`src/rtl/t_ff_toggle_sched.sv`:
```
// Round-robin scheduler granting toggle bursts on an 8-bit T flip-flop bank.
// Four requesters each ask for n toggles on one bank bit; one burst runs at a time.
module t_ff_toggle_sched (
  input  logic        clk,
  input  logic        rst_n,
  input  logic [3:0]  req,
  input  logic [11:0] req_idx,
  input  logic [15:0] req_cnt,
  input  logic        clr,
  output logic [3:0]  gnt,
  output logic [3:0]  done,
  output logic [7:0]  q,
  output logic        busy
);

  localparam int unsigned REQ_W  = 4;
  localparam int unsigned PTR_W  = 2;
  localparam int unsigned IDX_W  = 3;
  localparam int unsigned CNT_W  = 4;
  localparam int unsigned BANK_W = 8;

  typedef enum logic [1:0] {
    ST_IDLE   = 2'd0,
    ST_TOGGLE = 2'd1,
    ST_DONE   = 2'd2
  } state_e;

  state_e              state_q, state_d;
  logic [PTR_W-1:0]    ptr_q,   ptr_d;
  logic [PTR_W-1:0]    w_q,     w_d;
  logic [IDX_W-1:0]    idx_q,   idx_d;
  logic [CNT_W-1:0]    cnt_q,   cnt_d;
  logic [BANK_W-1:0]   q_q,     q_d;
  logic [REQ_W-1:0]    gnt_q,   gnt_d;
  logic [REQ_W-1:0]    done_q,  done_d;
  logic                busy_q,  busy_d;

  logic                win_found_c;
  logic [PTR_W-1:0]    win_id_c;

  // Round-robin search starting at ptr; first requester found wins.
  always_comb begin
    win_found_c = 1'b0;
    win_id_c    = ptr_q;
    for (int k = 0; k < int'(REQ_W); k++) begin
      if (!win_found_c && req[PTR_W'(ptr_q + PTR_W'(k))]) begin
        win_found_c = 1'b1;
        win_id_c    = PTR_W'(ptr_q + PTR_W'(k));
      end
    end
  end

  always_comb begin
    state_d = state_q;
    ptr_d   = ptr_q;
    w_d     = w_q;
    idx_d   = idx_q;
    cnt_d   = cnt_q;
    q_d     = q_q;
    gnt_d   = '0;
    done_d  = '0;
    busy_d  = 1'b0;

    case (state_q)
      ST_IDLE: begin
        if (win_found_c) begin
          w_d     = win_id_c;
          idx_d   = req_idx[IDX_W*32'(win_id_c) +: IDX_W];
          cnt_d   = req_cnt[CNT_W*32'(win_id_c) +: CNT_W];
          state_d = (cnt_d != '0) ? ST_TOGGLE : ST_DONE;
        end
      end
      ST_TOGGLE: begin
        if (!clr) begin
          q_d[idx_q] = ~q_q[idx_q];
        end
        cnt_d = cnt_q - CNT_W'(1);
        if (cnt_q == CNT_W'(1)) begin
          state_d = ST_DONE;
        end
      end
      ST_DONE: begin
        state_d = ST_IDLE;
        ptr_d   = w_q + PTR_W'(1);
      end
      default: begin
        state_d = ST_IDLE;
      end
    endcase

    // Clear wins over any toggle on the same edge.
    if (clr) begin
      q_d = '0;
    end

    // Outputs are registered against the state being entered.
    busy_d = (state_d != ST_IDLE);
    if (state_d != ST_IDLE) begin
      gnt_d = REQ_W'(1) << w_d;
    end
    if (state_d == ST_DONE) begin
      done_d = REQ_W'(1) << w_d;
    end
  end

  always_ff @(posedge clk or negedge rst_n) begin
    if (!rst_n) begin
      state_q <= ST_IDLE;
      ptr_q   <= '0;
      w_q     <= '0;
      idx_q   <= '0;
      cnt_q   <= '0;
      q_q     <= '0;
      gnt_q   <= '0;
      done_q  <= '0;
      busy_q  <= 1'b0;
    end else begin
      state_q <= state_d;
      ptr_q   <= ptr_d;
      w_q     <= w_d;
      idx_q   <= idx_d;
      cnt_q   <= cnt_d;
      q_q     <= q_d;
      gnt_q   <= gnt_d;
      done_q  <= done_d;
      busy_q  <= busy_d;
    end
  end

  assign gnt  = gnt_q;
  assign done = done_q;
  assign q    = q_q;
  assign busy = busy_q;

endmodule

```
`config.mk`:
```
export PLATFORM = sky130hd
export DESIGN_NAME = t_ff_toggle_sched
export DESIGN_NICKNAME = d
export VERILOG_FILES = /design/src/rtl/t_ff_toggle_sched.sv
export SDC_FILE = /design/constraint.sdc
export NUM_CORES = 1
export LEC_CHECK = 0
export CORE_MARGIN = 8
export CORE_UTILIZATION = 47
export CTS_CLUSTER_DIAMETER = 150
export DETAILED_ROUTE_END_ITERATION = 12
export HOLD_SLACK_MARGIN = 0.05
export PLACE_DENSITY_LB_ADDON = 0.12
export SLEW_MARGIN = 20
export SYNTH_ARGS = -nofsm -noshare
export SYNTH_HDL_FRONTEND = slang
export SYNTH_SLANG_ARGS = --single-unit
```
`constraint.sdc`:
```
create_clock -name clk -period 2.5 [get_ports clk]
set_input_delay 0.25 -clock clk [delete_from_list [all_inputs] [get_ports clk]]
set_output_delay 0.25 -clock clk [all_outputs]
set_load 0.1 [all_outputs]
```
### Yosys cells after proc, flatten, opt, wreduce, memory -nomap -nowiden

Index checks and enable logic that the tools add are counted.

* mux-type cells: 32
* reductions and logical operators: 14
* equality and inequality tests: 5
* shifts and indexed selects: 3
* magnitude comparators: 6
* add/subtract/negate cells: 5
* $mul: 1
* bitwise operators: 1

Operator list (number)
* $mux W2: 8
* $mux W8: 2
* $shiftx A16 B5 Y4: 1
* $lt A2 B3 Y1 const B: 4
* $mux W4: 3
* $shiftx A12 B5 Y3: 1
* $mux W1: 10
* $bmux W1 S2: 4
* $bwmux W8: 1
* $pmux W4 S2: 1
* $reduce_bool A2 Y1: 3
* $add A2 B1 Y2 const B: 2
* $add A2 B2 Y2 const B: 2
* $eq A2 B2 Y1 const B: 2
* $eq A4 B1 Y1 const B: 1
* $logic_and A1 B1 Y1: 4
* $lt A3 B4 Y1 const B: 1
* $mul A2 B2 Y4 const A: 1
* $pmux W2 S2: 1
* $reduce_and A2 Y1: 2
* $reduce_bool A4 Y1: 1
* $shl A1 B2 Y4 const A: 1
* $sub A4 B1 Y4 const B: 1
* $bmux W1 S3: 1
* other kinds (7): 9

* register bits after elaboration: 30
* logic and storage cells: 76

### Longest topological paths before layout

Gate-level depths: netlist of run 1.

* depth in word-level cells: 19
* depth in mapped cells: 9

### Worst setup path after synthesis of run 1

Ideal clock, no wire load.

* kind: register -> register
* start point: reg q_q[6], in the netlist q[6]
* end point: reg q_q[2], in the netlist q[2]
* period minus slack after synthesis: 2101 ps
* arrival: 2023 ps
* library setup time: 78 ps
* path slack: 399 ps
* stages on the path, launching flop included: 7
* required time: 2422 ps
* path buffers: 0
* path through: dfrtp_1 mux2_2 a221oi_1 a21oi_1 a21oi_1 nand3_1 a21oi_1

* longest elaborated chain between the ends: 6

Ends and longest elaborated chain
* start: declaration: line 33 `logic [BANK_W-1:0] q_q, q_d;`
* start signal: assignment: line 123 `q_q <= q_d;`
* $bmux W1 S3: line 75 `q_d[idx_q] = ~q_q[idx_q];`
* $mux W1 (not written as such): line 75
* $not A1 Y1: line 75
* $bwmux W8: line 75
* $mux W8: line 64 `case (state_q)`
* $mux W8: line 92 `if (clr) begin`

Every way passes these cells. The select of a mux whose other input is x is not followed.
A chain may end at the register's enable or synchronous reset.

### Worst setup path after layout of run 1

* start point: in req[2]
* end point: reg done_q[1], in the netlist done[1]

* longest elaborated chain between the ends: 19
* elaborated cells on any way between the ends: 31
* those cells by class: eq/ne (1); shift (2); mux (21); reduce/logical (7)

Ends and longest elaborated chain
* start: declaration: line 6 `input logic [3:0] req,`
* $bmux W1 S2: line 46 `if (!win_found_c && req[PTR_W'(ptr_q + PTR_W'(k))]) begin`
* $mux W1 (not written as such): line 46
* $mux W1: line 46
* $logic_not A1 Y1: line 46
* $logic_and A1 B1 Y1: line 46
* $mux W1: line 46
* $logic_not A1 Y1: line 46
* $logic_and A1 B1 Y1: line 46
* (+4 left out)
* $shiftx A16 B5 Y4: line 69 `cnt_d = req_cnt[CNT_W*32'(win_id_c) +: CNT_W];`
* $reduce_bool A4 Y1: line 70 `state_d = (cnt_d != '0) ? ST_TOGGLE : ST_DONE;`
* $mux W2: line 70
* $mux W2: line 66 `if (win_found_c) begin`
* $pmux W2 S2: line 64
* $eq A2 B2 Y1: line 101 `if (state_d == ST_DONE) begin`
* $mux W4 *: line 101
* via done_d[1]: line 35 `logic [REQ_W-1:0] done_q, done_d;`
* end signal: assignment: line 125 `done_q <= done_d;`
* end: declaration: line 35

The timed path passes the listed nets; every way through them passes the cells marked *. The select of a mux whose other input is x is not followed.

==> results of run 1 <==
[path summary, 6_finish.rpt]
check                              start       end  slack, ns  depth (start not counted)
worst max-delay path              req[2]   done[1]       0.15                          8
worst min-delay path               rst_n      busy       0.37                          2
worst max register to register  ptr_q[0]   done[1]       0.27                          7
worst min register to register      q[4]      q[4]       0.55                          2
max in group asynchronous          rst_n  cnt_q[3]       1.86                          2
min in group clk                    q[4]      q[4]       0.55                          2
[registers in the layout, summed over array words and instances (netlist names)]
register  flops
q             8
cnt_q         4
done          4
gnt           4
idx_q         3
ptr_q         2
state_q       2
w_q           2
busy          1
[metrics by stage]
stage / worst slack, ns / power (µW) / util (%)
after global routing: 0.0282 / 3210 / 66.2
after detailed placement: -0.0851 / 2570 / 63.5
after CTS: 0.205 / 2980 / 66.0
final: 0.153 / 2980 / 66.2
after global placement: 0.0146 / 2560 / 63.5
after floorplan: 0.399 / 2180 / -
[power by group]
part           switching [µW]  internal, µW  leakage [µW]
Combinational            1140           588      0.000665
Sequential                200           656      0.000389
Clock                     173           222     0.0000482
[area by class of cell]
type / count / area, µm²
inverter: 7 / 26.3
timing repair buffer: 63 / 558
clock inverter: 1 / 5.00
clock buffer: 7 / 86.3
sequential: 30 / 751
fill: 325 / 1220
tap: 48 / 60.1
multi-input combinational: 157 / 900
[cell usage in the layout (no fill, tap or decap), types with 3 or more instances in the layout]
| master | instances |
|---|---|
| nor2_1 | 23 |
| nor3_1 | 4 |
| clkdlybuf4s50_1 | 34 |
| inv_1 | 7 |
| nand2_1 | 46 |
| clkbuf_8 | 6 |
| o21ai_0 | 7 |
| mux2i_1 | 9 |
| nor3b_1 | 4 |
| o221ai_1 | 4 |
| o22ai_1 | 3 |
| nor2b_1 | 5 |
| dfrtp_1 | 30 |
| a21oi_1 | 16 |
| nand3b_1 | 3 |
| a32oi_1 | 4 |
| buf_4 | 29 |
[kinds of logic after synthesis]
| group | after synthesis | synth area share (%) |
|---|---|---|
| flops | 30 | 43.2 |
| buf+inv | 20 | 5.26 |
| compound gates | 47 | 18.0 |
| fa+ha+maj | 2 | 1.44 |
| xor+xnor | 1 | 0.504 |
| simple gates | 96 | 25.1 |
| mux | 11 | 6.48 |
[cells in the mapped netlist]
cell type | number | area [µm²]
nand2_1 | 46 | 173
dfrtp_1 | 30 | 751
nor2_1 | 23 | 86.3
a21oi_1 | 16 | 80.1
clkbuf_1 | 9 | 33.8
mux2i_1 | 9 | 90.1
inv_1 | 7 | 26.3
o21ai_0 | 7 | 35.0
nor2b_1 | 5 | 31.3
a32oi_1 | 4 | 35.0
nor3_1 | 4 | 20.0
nor3b_1 | 4 | 30.0
o221ai_1 | 4 | 35.0
nand3_1 | 3 | 15.0
nand3b_1 | 3 | 22.5
o22ai_1 | 3 | 18.8
a211o_1 | 2 | 17.5
a22o_1 | 2 | 17.5
buf_6 | 2 | 22.5
ha_1 | 2 | 25.0
mux2_2 | 2 | 22.5
o21bai_1 | 2 | 15.0
or3_1 | 2 | 12.5
a21o_1 | 1 | 7.51
a21oi_2 | 1 | 8.76
a221oi_1 | 1 | 8.76
a31oi_1 | 1 | 6.26
a32o_1 | 1 | 10.0
and2b_1 | 1 | 7.51
and3_1 | 1 | 6.26
buf_1 | 1 | 3.75
buf_2 | 1 | 5.00
nand2b_1 | 1 | 6.26
nor4_1 | 1 | 6.26
o21a_1 | 1 | 7.51
o32a_1 | 1 | 10.0
or2b_1 | 1 | 7.51
or4_4 | 1 | 11.3
xnor2_1 | 1 | 8.76
[per-layer routing]
metal	track usage (%)	part of all wire (%)	up-vias
met3	6.18	8.5	5
met1	18.8	46	755
met5	0	0	-
li1	-	-	829
met4	6.92	1.3	0
met2	23.2	44	61
==> results.txt, run 1 <==
status = finished, final reports clean
Design Area, Final = 0.00239 mm²
WL final = 4.29 mm
Die X = 76.8 µm
Clk Latency, worst-skew pair = 0.28 ns
slew margin rel. = 73.9%
max cap viols = 0
Post-Syn Instances = 207
crit path capture type = flop
Worst Setup Path Type = input port to flop
Synth Area per Inst = 8.39 µm²
Mapped Nets = 244
GRT Total Usage = 15.4%
vias per inst = 5.27
Yosys reg bits = 30
static leakage = 0.00110 µW
largest net degree at the start of global routing = 31
Tcrit/Tclk final = 93.9%
Crit Path Max Fanout = 10
vias in the first global route = 1723
startpoint types = input port
Num CTS Buffers = 5
Bufs on Longest Clock Path = 2
required time of the critical path = 2.69 ns
Final Wtd Congestion = 0.867
Final Setup Violations = 0
Slowest-stage cell, CP = or4_4
die footprint = 0.00590 mm²
sequential element share of the synthesized area = 43.2%
crit-path leading delay family = simple AND/OR/NAND/NOR gates
clk slew on worst S/H paths = 0.06 ns
initial antenna violation count = 0
mapped cell area = 0.00174 mm²
chip height = 76.8 µm
htree depth = 2
setup tns final = 0 ns
RSZ-0062 raised after global routing = false
Critical Path AT = 2.53 ns
Placed Cells = 305
Area Overhead vs Synth = 37.4%
Hold-fix buffers, CTS = 0
Num Clock Sinks = 30
Post-Layout Cell Count = 313
CP Buf/Inv Count = 1
WL/cell = 13.7 µm
first-pass GRT wire length = 7.63 mm
# rows = 22
Cell variety after synth = 39
fin crit period = 2.35 ns
clock skew = 0.00606 ns
dpl hpwl = 3.23 mm
Worst Hold Class = input port to async pin
Final Hold Viols = 0
Boundary Pins = 52
CTS Root Cell = clkbuf_8
IO buf count = 51
Area after DPL = 0.00229 mm²
# DRC = 0
fraction of layout instances using a drive strength above 1 = 15.5%
Least-Margin Pin Slew = 0.392 ns
core area = 0.00361 mm²
Layout Nets = 301
synth warn = 0
worst-path cell chain = clkdlybuf4s50_1 > nor2_1 > a211o_1 > and3_1 > a21oi_1 > a32oi_1 > or4_4 > o22ai_1
pwr/cell area = 1250 mW/mm²
n_diodes = 0
CTS tree = built
Vias = 1650
Resize count post-CTS = 0
initial core utilization = 48.2%
Final Slew Violations = 0
Fin Hold WS = 0.367 ns
drt pass-1 iters = 4
achievable clock frequency = 426 MHz
Critical Path Max Stage Delay = 0.56 ns
Overflow after GRT = 0
DRT iter0 DRCs = 141
Routed Antenna Nets = 0
Post-CTS Setup Bufs = 0
Peak supply drop = 0.000388 V
(Power assumes the default switching activity.)
==> inputs of run 2 (changes only) <==
--- a/config.mk
+++ b/config.mk
@@ -5,12 +5,14 @@
 export SDC_FILE = /design/constraint.sdc
 export NUM_CORES = 1
 export LEC_CHECK = 0
+export ABC_CLOCK_PERIOD_IN_PS = 2500
 export CORE_MARGIN = 8
 export CORE_UTILIZATION = 47
 export CTS_CLUSTER_DIAMETER = 150
 export DETAILED_ROUTE_END_ITERATION = 12
 export HOLD_SLACK_MARGIN = 0.05
 export PLACE_DENSITY_LB_ADDON = 0.12
+export REMOVE_ABC_BUFFERS = 1
 export SLEW_MARGIN = 20
 export SYNTH_ARGS = -nofsm -noshare
 export SYNTH_HDL_FRONTEND = slang
==> results.txt, run 2 (synthesized netlist as in run 1, its figures left out) <==
status = finished, final reports clean
Critical Path AT = 2.45 ns
static leakage = 0.00109 µW
DRT iter0 DRCs = 178
Post-Layout Cell Count = 311
WL/cell = 13.5 µm
Bufs on Longest Clock Path = 2
Worst Hold Class = input port to async pin
vias in the first global route = 1608
die footprint = 0.00590 mm²
setup tns final = 0 ns
core area = 0.00361 mm²
Routed Antenna Nets = 0
chip height = 76.8 µm
FF-to-FF path depth = 7
Fin Hold WS = 0.367 ns
pwr/cell area = 1240 mW/mm²
CTS Root Cell = clkbuf_8
Final Wtd Congestion = 0.841
required time of the critical path = 2.69 ns
Clk Latency, worst-skew pair = 0.27 ns
# DRC = 0
Overflow after GRT = 0
Vias = 1632
Area Overhead vs Synth = 36.6%
Final Slew Violations = 0
max cap viols = 0
achievable clock frequency = 441 MHz
Peak supply drop = 0.000377 V
GRT Total Usage = 14.7%
Num CTS Buffers = 5
number of flip-flops in the largest register = 8
Area after DPL = 0.00229 mm²
initial antenna violation count = 0
Post-CTS Setup Bufs = 0
clock skew = 0.00511 ns
Final Setup Violations = 0
Reg-to-Reg End = done[2]
drt pass-1 iters = 4
fin crit period = 2.27 ns
# rows = 22
CTS tree = built
RSZ-0062 raised after global routing = false
clk slew on worst S/H paths = 0.06 ns
Final Hold Viols = 0
Crit Reg-Reg Startpoint = ptr_q[1]
fraction of layout instances using a drive strength above 1 = 14.8%
reg2reg setup slack = 0.33 ns
largest net degree at the start of global routing = 31
Die X = 76.8 µm
crit path capture type = flop
Least-Margin Pin Slew = 0.632 ns
Design Area, Final = 0.00237 mm²
first-pass GRT wire length = 7.44 mm
startpoint types = input port
dpl hpwl = 3.27 mm
Hold-fix buffers, CTS = 0
initial core utilization = 48.2%
slew margin rel. = 57.9%
Layout Nets = 301
Num Clock Sinks = 30
Worst Setup Path Type = input port to flop
Crit Path Max Fanout = 10
crit path to = done[2]
IO buf count = 51
WL final = 4.20 mm
Boundary Pins = 52
commonest non-fill, non-tap cells in the layout = 46 x nand2_1, 34 x clkdlybuf4s50_1, 30 x dfrtp_1
Tcrit/Tclk final = 90.7%
CP startpoint = req[1]
commonest non-fill, non-tap cell in the layout = nand2_1
n_diodes = 0
vias per inst = 5.25
Resize count post-CTS = 0
Placed Cells = 305
htree depth = 2
## run 2: through the flow
step	total power [µW]	setup slack [ns]	util [%]
finish	2950	0.233	65.8
global route	3150	0.0782	65.8
CTS	2960	0.227	65.8
detailed placement	2580	-0.0647	63.5
global placement	2560	0.0285	63.5
floorplan	2080	0.399	-
## run 2: cell type report
cell class,instances,area [µm²]
clock buffers,6,82.6
well taps,48,60.1
multi-input cells,157,895
flip-flops and latches,30,751
inverters,7,26.3
repair buffers,63,558
fillers,315,1230
## run 2: worst min path at each step
| stage | start | to | slack [ns] | cells after the start |
|---|---|---|---|---|
| global route | rst_n | gnt[2] | 0.40 | 2 |
| finish | rst_n | w_q[1] | 0.37 | 2 |
| floorplan | rst_n | busy | -0.05 | 0 |
| detailed placement | cnt_q[3] | cnt_q[3] | 0.54 | 2 |
| global placement | cnt_q[3] | cnt_q[3] | 0.53 | 2 |
| CTS | rst_n | w_q[1] | 0.38 | 2 |
## run 2: layer usage
metal / GRT usage, % / routed length, µm / part of all wire (%) / vias to the layer above
met5: 0 / 0 / 0 / -
met4: 4.42 / 40 / 0.95 / 0
met3: 4.78 / 334 / 7.9 / 4
met2: 21.2 / 1810 / 43 / 63
met1: 20.2 / 2020 / 48 / 736
li1: - / - / - / 829
## run 2: power by group
| part | internal, µW | switching [µW] | total (µW) | leakage [µW] |
|---|---|---|---|---|
| Combinational | 584 | 1150 | 1740 | 0.000662 |
| Clock | 212 | 162 | 374 | 0.0000431 |
| Sequential | 657 | 178 | 834 | 0.000389 |
## run 2: worst max-delay path, cell delays in order
cell and delay [ns]:
clkdlybuf4s50_1 0.51, and2b_1 0.19, o21bai_1 0.15, nand3_1 0.29
nand2_1 0.16, a32oi_1 0.15, or4_4 0.55, o22ai_1 0.19
==> inputs of run 3 (changes only) <==
--- a/config.mk
+++ b/config.mk
@@ -6,7 +6,6 @@
 export NUM_CORES = 1
 export LEC_CHECK = 0
 export ABC_CLOCK_PERIOD_IN_PS = 2500
-export CORE_MARGIN = 8
 export CORE_UTILIZATION = 47
 export CTS_CLUSTER_DIAMETER = 150
 export DETAILED_ROUTE_END_ITERATION = 12
==> results.txt, run 3 (synthesized netlist as in run 1, its figures left out) <==
status = finished, final reports clean
initial core utilization = 50.5%
core area = 0.00344 mm²
Final Wtd Congestion = 0.828
Routed Antenna Nets = 0
Final Hold Viols = 0
n_diodes = 0
Num Clock Sinks = 30
largest net degree at the start of global routing = 31
chip height = 62.8 µm
CTS tree = built
Boundary Pins = 52
Tcrit/Tclk final = 92.4%
Critical Path Max Stage Delay = 0.59 ns
# rows = 21
Post-CTS Setup Bufs = 0
FF/Latch Area = 751 µm²
number of flip-flops in the largest register = 8
vias in the first global route = 1447
drt pass-1 iters = 4
achievable clock frequency = 433 MHz
Resize count post-CTS = 0
Critical Path AT = 2.51 ns
pre-CTS setup slack = -0.0830 ns
commonest non-fill, non-tap cells in the layout = 46 x nand2_1, 34 x clkdlybuf4s50_1, 30 x dfrtp_1
Die X = 62.8 µm
clock skew = 0.00736 ns
crit-path leading delay family = compound AO/OA/AOI/OAI gates
WL final = 4.12 mm
CTS Root Cell = clkbuf_8
vias per inst = 5.33
Placed Cells = 303
total design power = 3000 µW
die footprint = 0.00394 mm²
worst-path cell chain = clkdlybuf4s50_1 > nor2_1 > a22o_1 > o32a_1 > a21oi_2 > a32oi_1 > or4_4 > o22ai_1
fillers = 306
required time of the critical path = 2.70 ns
FF-to-FF path depth = 7
startpoint types = input port
Overflow after GRT = 0
Worst Hold Class = input port to async pin
slew margin rel. = 71.3%
GRT Total Usage = 22.9%
pwr/cell area = 1260 mW/mm²
Area Overhead vs Synth = 36.8%
fin crit period = 2.31 ns
crit path capture type = flop
# DRC = 0
Hold-fix buffers, CTS = 0
Setup WS post-layout = 0.190 ns
Slowest-stage cell, CP = or4_4
Least-Margin Pin Slew = 0.429 ns
commonest non-fill, non-tap cell in the layout = nand2_1
htree depth = 2
static leakage = 0.00109 µW
Worst Setup Path Type = input port to flop
Num CTS Buffers = 5
WL/cell = 13.3 µm
Final Setup Violations = 0
Vias = 1653
clk slew on worst S/H paths = 0.06 ns
IO buf count = 51
max cap viols = 0
Post-Layout Cell Count = 310
Clk Latency, worst-skew pair = 0.28 ns
Peak supply drop = 0.000623 V
footprint of the multi-input gates = 895 µm²
DRT iter0 DRCs = 112
Layout Nets = 301
RSZ-0062 raised after global routing = false
dpl hpwl = 3.13 mm
fraction of layout instances using a drive strength above 1 = 14.4%
Bufs on Longest Clock Path = 2
CP Buf/Inv Count = 1
setup tns final = 0 ns
first-pass GRT wire length = 6.92 mm
WP depth = 8
initial antenna violation count = 0
Final Slew Violations = 0
Crit Path Max Fanout = 11
==> run 3: cell count changes in the layout (fill, tap and decap cells not counted) <==
cell / delta
buf_12: +1
buf_4: -1
clkbuf_1: +2
clkbuf_8: -1
==> run 3: final timing paths <==
check                      endpoint     start  slack [ns]
min reg2reg                ptr_q[0]  ptr_q[0]        0.55
max reg2reg                 done[2]  ptr_q[1]        0.28
max                         done[2]    req[1]        0.19
min                        ptr_q[1]     rst_n        0.36
max in group asynchronous    gnt[0]     rst_n        1.85
min in group clk           ptr_q[0]  ptr_q[0]        0.55
==> run 3: metrics by stage <==
step	util, %	area (µm²)	hold WS, ns
2_1_floorplan	-	1670	-0.0456
5_1_grt	69.0	2380	0.388
6_report	69.0	2380	0.363
3_5_place_dp	66.8	2300	0.535
3_3_place_gp	66.8	2300	0.531
4_1_cts	69.0	2380	0.377
==> run 3: layer usage <==
layer / GRT usage, % / up-vias / wire length [µm]
met5: 0 / - / 0
met4: 9.59 / 0 / 69
met3: 4.01 / 5 / 177
met2: 32.9 / 47 / 1890
met1: 33.8 / 765 / 1990
li1: - / 836 / -
==> run 3: worst reg2reg max path, cell delays in order, from the launching register on <==
cell	delay [ns]
dfrtp_1	0.41
nor2_1	0.07
a22o_1	0.18
o32a_1	0.44
a21oi_2	0.16
a32oi_1	0.11
or4_4	0.59
o22ai_1	0.18
==> run 3: report_power, final <==
group / internal [µW] / switching [µW]
Clock: 191 / 169
Sequential: 660 / 184
Combinational: 612 / 1190
==> run 3: area by class of cell <==
| cell class | instances | share of cell area, % |
|---|---|---|
| clock buffer | 7 | 3.21 |
| timing repair buffer | 63 | 24.0 |
| sequential | 30 | 31.6 |
| inverter | 7 | 1.11 |
| tap | 46 | 2.42 |
| multi-input combinational | 157 | 37.7 |
